--- src/rtl/bfp_pkg.sv ---
// Shared definitions for the block-floating-point converter.
//   bfp_slice_w : width of one packed {exponent, mantissa} input lane
//   bfp_log2    : ceil(log2(n)), used to size the max-exponent tree
package bfp_pkg;

    function automatic int bfp_slice_w(input int exp_w, input int mant_w);
        return exp_w + mant_w;
    endfunction

    function automatic int bfp_log2(input int n);
        int r;
        r = 0;
        for (int i = 0; i < 31; i++) begin
            if ((1 << i) < n) r = i + 1;
        end
        return r;
    endfunction

endpackage

--- src/rtl/bfp_lane_align.sv ---
// Per-lane mantissa alignment: shifts one mantissa right by its distance d
// from the block exponent in a single step.
//   mantissa : unsigned mantissa magnitude of the lane
//   d        : block exponent minus lane exponent (never negative)
//   aligned  : aligned mantissa
// Build option BFP_CONVERTER_ROUND_EN: when defined, the shifted-out bits are
// rounded to nearest, ties to even; otherwise they are truncated.
module bfp_lane_align #(
    parameter int MANTISSA_WIDTH = 7,
    parameter int EXPONENT_WIDTH = 8
) (
    input  logic [MANTISSA_WIDTH-1:0] mantissa,
    input  logic [EXPONENT_WIDTH-1:0] d,
    output logic [MANTISSA_WIDTH-1:0] aligned
);

    // Shift distance compared one bit wider so MANTISSA_WIDTH always fits.
    localparam logic [EXPONENT_WIDTH:0] MW_X = (EXPONENT_WIDTH + 1)'(MANTISSA_WIDTH);

    function automatic logic [MANTISSA_WIDTH-1:0] round_shift(
        input logic [MANTISSA_WIDTH-1:0] m,
        input logic [EXPONENT_WIDTH-1:0] sh
    );
`ifdef BFP_CONVERTER_ROUND_EN
        logic [MANTISSA_WIDTH-1:0] kept;
        logic [MANTISSA_WIDTH-1:0] frac;
        logic [MANTISSA_WIDTH-1:0] half;
        int amt;
        if ({1'b0, sh} > MW_X) return '0;
        amt = int'(sh);
        if (amt == 0) return m;
        kept = m >> amt;
        frac = m & MANTISSA_WIDTH'((1 << amt) - 1);
        half = MANTISSA_WIDTH'(1 << (amt - 1));
        // kept is at most m >> 1 here, so the increment cannot overflow.
        if ((frac > half) || ((frac == half) && kept[0])) begin
            kept = kept + MANTISSA_WIDTH'(1);
        end
        return kept;
`else
        if ({1'b0, sh} >= MW_X) return '0;
        return m >> sh;
`endif
    endfunction

    assign aligned = round_shift(mantissa, d);

endmodule

--- src/rtl/bfp_block_converter.sv ---
// Converts a block of LANES floating-point values ({exponent, mantissa} per
// lane) into block floating point: one shared exponent (the block maximum)
// and per-lane mantissas right-aligned to it.
//   clk, rst         : clock, synchronous active-high reset
//   valid_i/ready_o  : input block handshake; data_i lane k at [(k+1)*W-1:k*W]
//   valid_o/ready_i  : output block handshake
//   mant_o           : aligned mantissas, lane k at [(k+1)*MW-1:k*MW]
//   exp_o            : shared block exponent
// Pipeline: input register, log2(LANES) pairwise-max stages, align/output
// stage. A single enable stalls the whole pipeline when the output is held.
// Build option BFP_CONVERTER_ROUND_EN selects lane rounding (see bfp_lane_align).
module bfp_block_converter
    import bfp_pkg::*;
#(
    parameter int LANES          = 32,
    parameter int MANTISSA_WIDTH = 7,
    parameter int EXPONENT_WIDTH = 8
) (
    input  logic                                           clk,
    input  logic                                           rst,
    input  logic                                           valid_i,
    output logic                                           ready_o,
    input  logic [LANES*(EXPONENT_WIDTH+MANTISSA_WIDTH)-1:0] data_i,
    output logic                                           valid_o,
    input  logic                                           ready_i,
    output logic [LANES*MANTISSA_WIDTH-1:0]                mant_o,
    output logic [EXPONENT_WIDTH-1:0]                      exp_o
);

    localparam int W    = bfp_slice_w(EXPONENT_WIDTH, MANTISSA_WIDTH);
    localparam int TREE = bfp_log2(LANES);

    logic                            en;
    logic                            vld_p  [TREE+1];
    logic [LANES*W-1:0]              data_p [TREE+1];
    logic [EXPONENT_WIDTH-1:0]       emax_p [TREE+1][LANES];
    logic [LANES*MANTISSA_WIDTH-1:0] aligned;

    function automatic logic [EXPONENT_WIDTH-1:0] max2(
        input logic [EXPONENT_WIDTH-1:0] a,
        input logic [EXPONENT_WIDTH-1:0] b
    );
        return (a > b) ? a : b;
    endfunction

    assign en      = ready_i || !valid_o;
    assign ready_o = en;

    always_ff @(posedge clk) begin
        if (rst) begin
            for (int s = 0; s <= TREE; s++) vld_p[s] <= 1'b0;
        end else if (en) begin
            vld_p[0] <= valid_i;
            for (int s = 1; s <= TREE; s++) vld_p[s] <= vld_p[s-1];
        end
    end

    // Stage p0: input register; partial maxima start as the lane exponents.
    // Stages 1..TREE: stage s halves the live maxima (entries below
    // LANES >> s); entries above are simply carried and never consumed.
    // Lane data rides along unmodified for the align stage.
    always_ff @(posedge clk) begin
        if (en) begin
            data_p[0] <= data_i;
            for (int i = 0; i < LANES; i++) begin
                emax_p[0][i] <= data_i[i*W + MANTISSA_WIDTH +: EXPONENT_WIDTH];
            end
            for (int s = 1; s <= TREE; s++) begin
                data_p[s] <= data_p[s-1];
                for (int i = 0; i < LANES; i++) begin
                    if (i < (LANES >> s)) begin
                        emax_p[s][i] <= max2(emax_p[s-1][(2*i) & (LANES-1)],
                                             emax_p[s-1][((2*i) & (LANES-1)) | 1]);
                    end else begin
                        emax_p[s][i] <= emax_p[s-1][i];
                    end
                end
            end
        end
    end

    // Align stage: every lane's distance to the block maximum.
    for (genvar k = 0; k < LANES; k++) begin : g_lane
        logic [EXPONENT_WIDTH-1:0] d;
        assign d = emax_p[TREE][0] - data_p[TREE][k*W + MANTISSA_WIDTH +: EXPONENT_WIDTH];

        bfp_lane_align #(
            .MANTISSA_WIDTH(MANTISSA_WIDTH),
            .EXPONENT_WIDTH(EXPONENT_WIDTH)
        ) u_align (
            .mantissa(data_p[TREE][k*W +: MANTISSA_WIDTH]),
            .d       (d),
            .aligned (aligned[k*MANTISSA_WIDTH +: MANTISSA_WIDTH])
        );
    end

    // Output stage: cleared on reset so a stale block can never surface.
    always_ff @(posedge clk) begin
        if (rst) begin
            valid_o <= 1'b0;
            mant_o  <= '0;
            exp_o   <= '0;
        end else if (en) begin
            valid_o <= vld_p[TREE];
            mant_o  <= aligned;
            exp_o   <= emax_p[TREE][0];
        end
    end

endmodule

--- config.mk ---
export PLATFORM = sky130hd
export DESIGN_NAME = bfp_block_converter
export DESIGN_NICKNAME = d
export VERILOG_FILES = /design/src/rtl/bfp_pkg.sv /design/src/rtl/bfp_lane_align.sv /design/src/rtl/bfp_block_converter.sv
export SDC_FILE = /design/constraint.sdc
export NUM_CORES = 2
export LEC_CHECK = 0
export CORE_MARGIN = 2
export CORE_UTILIZATION = 64
export CTS_CLUSTER_SIZE = 24
export DETAILED_ROUTE_END_ITERATION = 12
export GPL_TIMING_DRIVEN = 0
export PLACE_DENSITY_LB_ADDON = 0.05
export REMOVE_ABC_BUFFERS = 1
export SLEW_MARGIN = 30
export SYNTH_ARGS = -nofsm -noshare
export SYNTH_HDL_FRONTEND = slang
export SYNTH_MEMORY_MAX_BITS = 65536
export SYNTH_SLANG_ARGS = --single-unit
--- constraint.sdc ---
create_clock -name clk -period 341.8 [get_ports clk]
set_clock_uncertainty 0.2 [all_clocks]
set_input_delay 68.36 -clock clk [delete_from_list [all_inputs] [get_ports clk]]
set_output_delay 68.36 -clock clk [all_outputs]
set_load 0.05 [all_outputs]
==> implementation parameters <==
Parameter                              Value

Timing
  Number of pins with negative max-slew slack in the final report    0
  Number of endpoints with negative hold slack in the final report    0
  Post-route minimum period    140.56 ns
  Setup repair after global routing missed its margin    false
  Hold WS    0.186 ns
  Final setup violating endpoints    0
  Relative slew slack    34.8%
  Final clock period utilization by the worst path    41.1%
  Fmax    7.11 MHz
  Accumulated negative setup slack    0 ns
  Slew @ Worst Pin    0.971 ns

Floorplanning
  Number of placed I/O pins    718
  Initial Util    64.5%
  Rows    163
  Area of the core    197000 sq um
  Horizontal die dimension    450 microns
  Height of the die    450 microns
  Die area    202000 sq um

Setup path
  Critical path type    in2out
  Crit path max fanout    107
  CP endpoint kind    output pin
  Worst-path cell with the longest stage delay    sky130_fd_sc_hd__clkdlybuf4s50_1
  Launching element type of the critical path    primary input
  Startpoint of the lowest-slack register-to-register path    emax_p[5][248]
  Worst path cell trace    clkdlybuf4s50_1 > nor2b_2 > inv_8 > buf_16 > buf_16 > buf_16 > clkdlybuf4s50_1
  Delay of the slowest cell on the worst path    0.79 ns
  Worst reg2reg path depth    10
  Critical path required time    273.24 ns
  Critical path launch point    ready_i
  Top cell by count, worst path    sky130_fd_sc_hd__buf_16
  Worst EP arrival    72.00 ns

Global routing
  Maximum number of pins on one net before global-route repair    108
  GRT Total Usage    23.8%
  First-pass GRT wire length    364000 microns
  Overflow left after global routing    0
  Antenna violations before repair    80
  Number of global-route vias before repair    63200

Min path
  Hold/Removal Path Class    reg2reg
  Worst Hold Path Cells    0
  Worst Min Path Start    data_p[2][84]

Detailed routing
  Number of vias per cell    5.63
  DRC errors left    0
  Detailed-route via count    63900
  Total wire length after detailed routing    242000 microns
  Routed wire length per instance    21.4 microns
  Drt initial violations    5578
  First-pass iteration count of the detailed router    5
  Count of antenna-violating nets left after detailed routing    0

Logic synthesis
  Count of mapped cells out of synthesis    7360
  Post-synthesis share of cell area spent on xor and xnor gates    0.833%
  Adder and majority gate portion of the synthesized area    5.46%
  Number of synthesized flops with an enable pin    3134
  Count of unique library cells instantiated by Yosys    84
  Compound-Gate Fraction of Synth Area    5.79%
  Proportion of synthesized flip-flops having asynchronous set or reset    0%
  Post-synth top area share    74.0%
  Prevailing post-synth register cell    sky130_fd_sc_hd__edfxtp_1
  Average footprint of a synthesized cell    17.3 sq um
  Synthesized-area fraction occupied by and/or/nand/nor cells    3.98%
  Sequential fraction of the synthesis area    77.6%
  Library cell occupying the most area in the post-synthesis netlist    sky130_fd_sc_hd__edfxtp_1
  Dominant combinational cell family by area after synthesis    compound AO/OA/AOI/OAI gates
  Top cells by instance count after synthesis    sky130_fd_sc_hd__edfxtp_1, sky130_fd_sc_hd__inv_1, sky130_fd_sc_hd__ha_1
  Total standard cell area after synthesis    127000 sq um
  Top cells by area in the synthesized netlist    sky130_fd_sc_hd__edfxtp_1, sky130_fd_sc_hd__ha_1, sky130_fd_sc_hd__dfxtp_1
  Multiplexer fraction of the synthesized cell area    4.30%
  Yosys warning count    0
  Flip-flop and latch count after synthesis    3367
  Count leader, synth    sky130_fd_sc_hd__edfxtp_1

Cells and area
  Final Instance Area    150000 sq um
  Nets    9418
  Share of layout cells above drive strength 1    11.4%
  Total of fill cells in the finished design    11300
  Syn-to-layout area delta    18.2%

Run
  Max Cap Viol    0

Clock network
  Sinks on Clock Net    3367
  Largest buffer count on any clock path    4
  CTS H-tree depth    5
  Post-cts resize count    0
  Skew-Pair Late Insertion Delay    0.93 ns
  Clock buffers created by TritonCTS    341
  Quantity of hold-fixing buffers added after cts    0
  Clock edge transition at the registers on the reported setup and hold paths    0.06 ns
  Clock tree from TritonCTS    yes
  Root Driver    sky130_fd_sc_hd__clkbuf_16
  Post-CTS setup buffer count    0

Outcome
  Status    complete, no violations

Place
  Area post-placement    139000 sq um
  Port Buffers    717
  Final HPWL DP    167000 microns
  Global placer's final weighted congestion    0.892

Pwr
  Cell internal power dissipation    0.808 mW
  Part of the total power dissipated in combinational logic    23.0%
  Power per Cell Area    7.43 nW/um^2
  Sw Pwr    0.310 mW
  Maximum vdd drop    0.00000634 V
  Clock network fraction of design power    32.5%
  Total chip power    1.12 mW
  Leakage power total    57.8 nW
  Net Sw Frac    27.7%
  Flop pwr share    44.5%
flip-flops by register name, indices dropped and copies added, names as in the netlist:
register / count
valid_o: 1
vld_p: 6
data_p: 2874
emax_p: 254
exp_o: 8
mant_o: 224
cells by family (layout without fill, tap and decap cells):
family | after synthesis | after routing
DFF | 3367 | 3367
AOI/OAI and AO/OA | 1142 | 1142
other | 0 | 55
xor gates and xnor gates | 121 | 121
and+or+nand+nor | 1059 | 1059
adders and majority gates | 536 | 536
buffers and inverters | 672 | 1968
muxes | 463 | 463
final cells by class:
class	count	area [sq um]	area share (%)
multi-input cells	3321	26000	17.3
clock inverters	167	1730	1.15
inverters	552	2090	1.39
repair buffers	815	9160	6.09
well taps	2640	3300	2.20
diodes	55	138	0.0915
flip-flops and latches	3367	98800	65.7
clock buffers	434	9270	6.16
per-stage QoR:
| step | std cells | util [%] | setup WS (ns) |
|---|---|---|---|
| CTS | 11300 | 76.1 | 201.25 |
| detailed placement | 10700 | 70.5 | 201.27 |
| global route | 11300 | 76.2 | 201.05 |
| global placement | 10600 | 69.5 | -134.03 |
| floorplan | 7240 | - | 82.57 |
| finish | 11400 | 76.2 | 201.24 |
cell usage in the layout (no fill, tap or decap), types with 27 or more instances in the layout:
cell | synthesis | layout
sky130_fd_sc_hd__edfxtp_1 | 3134 | 3134
sky130_fd_sc_hd__clkdlybuf4s50_1 | 0 | 717
sky130_fd_sc_hd__inv_1 | 552 | 550
sky130_fd_sc_hd__ha_1 | 504 | 504
sky130_fd_sc_hd__nand2_1 | 401 | 401
sky130_fd_sc_hd__clkbuf_16 | 0 | 348
sky130_fd_sc_hd__o21ai_0 | 344 | 344
sky130_fd_sc_hd__mux2_2 | 309 | 309
sky130_fd_sc_hd__a21oi_1 | 258 | 258
sky130_fd_sc_hd__nor2_1 | 240 | 238
sky130_fd_sc_hd__dfxtp_1 | 233 | 233
sky130_fd_sc_hd__mux2i_1 | 118 | 118
sky130_fd_sc_hd__a21o_1 | 77 | 77
sky130_fd_sc_hd__xnor2_1 | 77 | 74
sky130_fd_sc_hd__nand3_1 | 72 | 72
sky130_fd_sc_hd__clkbuf_1 | 101 | 62
sky130_fd_sc_hd__nor2b_1 | 62 | 61
sky130_fd_sc_hd__clkinv_2 | 0 | 57
sky130_fd_sc_hd__diode_2 | 0 | 55
sky130_fd_sc_hd__nor3_1 | 56 | 55
sky130_fd_sc_hd__o31ai_1 | 54 | 54
sky130_fd_sc_hd__buf_16 | 0 | 47
sky130_fd_sc_hd__xor2_1 | 44 | 44
sky130_fd_sc_hd__clkinv_1 | 0 | 43
sky130_fd_sc_hd__a211oi_1 | 40 | 40
sky130_fd_sc_hd__a31oi_1 | 40 | 40
sky130_fd_sc_hd__a22o_1 | 40 | 40
sky130_fd_sc_hd__nand4_1 | 39 | 39
sky130_fd_sc_hd__mux4_2 | 36 | 36
sky130_fd_sc_hd__buf_8 | 0 | 34
sky130_fd_sc_hd__bufinv_16 | 0 | 33
sky130_fd_sc_hd__fa_1 | 32 | 32
sky130_fd_sc_hd__o22ai_1 | 30 | 30
sky130_fd_sc_hd__o21a_1 | 29 | 29
sky130_fd_sc_hd__o21bai_1 | 28 | 28
sky130_fd_sc_hd__a22oi_1 | 28 | 28
sky130_fd_sc_hd__nand2b_1 | 29 | 28
sky130_fd_sc_hd__o211ai_1 | 28 | 28
sky130_fd_sc_hd__a32o_1 | 27 | 27
per-layer routing:
layer	vias to the layer above	wire (microns)	GRT usage, %
met5	-	54	0
met3	659	10900	3.89
met1	31300	94000	29.3
li1	30300	-	-
met4	10	17200	15.9
met2	1675	120000	39.3
power groups by stage:
stage	logic, mW	registers (mW)	clock network (mW)
6_report	0.257	0.497	0.363
5_1_grt	0.282	0.500	0.388
4_1_cts	0.255	0.498	0.371
3_5_place_dp	0.252	0.506	0
3_3_place_gp	0.219	0.524	0
2_1_floorplan	0.171	0.511	0
worst max-delay path, delay by kind of cell:
kind	cells	cell delay, ns
buffers and inverters	6	2.70
and+or+nand+nor	1	0.75
final timing paths:
| check | slack (ns) | endpoint |
|---|---|---|
| worst max-delay path | 201.24 | ready_o |
| worst min-delay path | 0.19 | data_p[3][84] |
| worst max register to register | 337.49 | mant_o[215] |
| worst min register to register | 0.19 | data_p[3][84] |
Note: power is estimated with default switching activity, not from simulation.
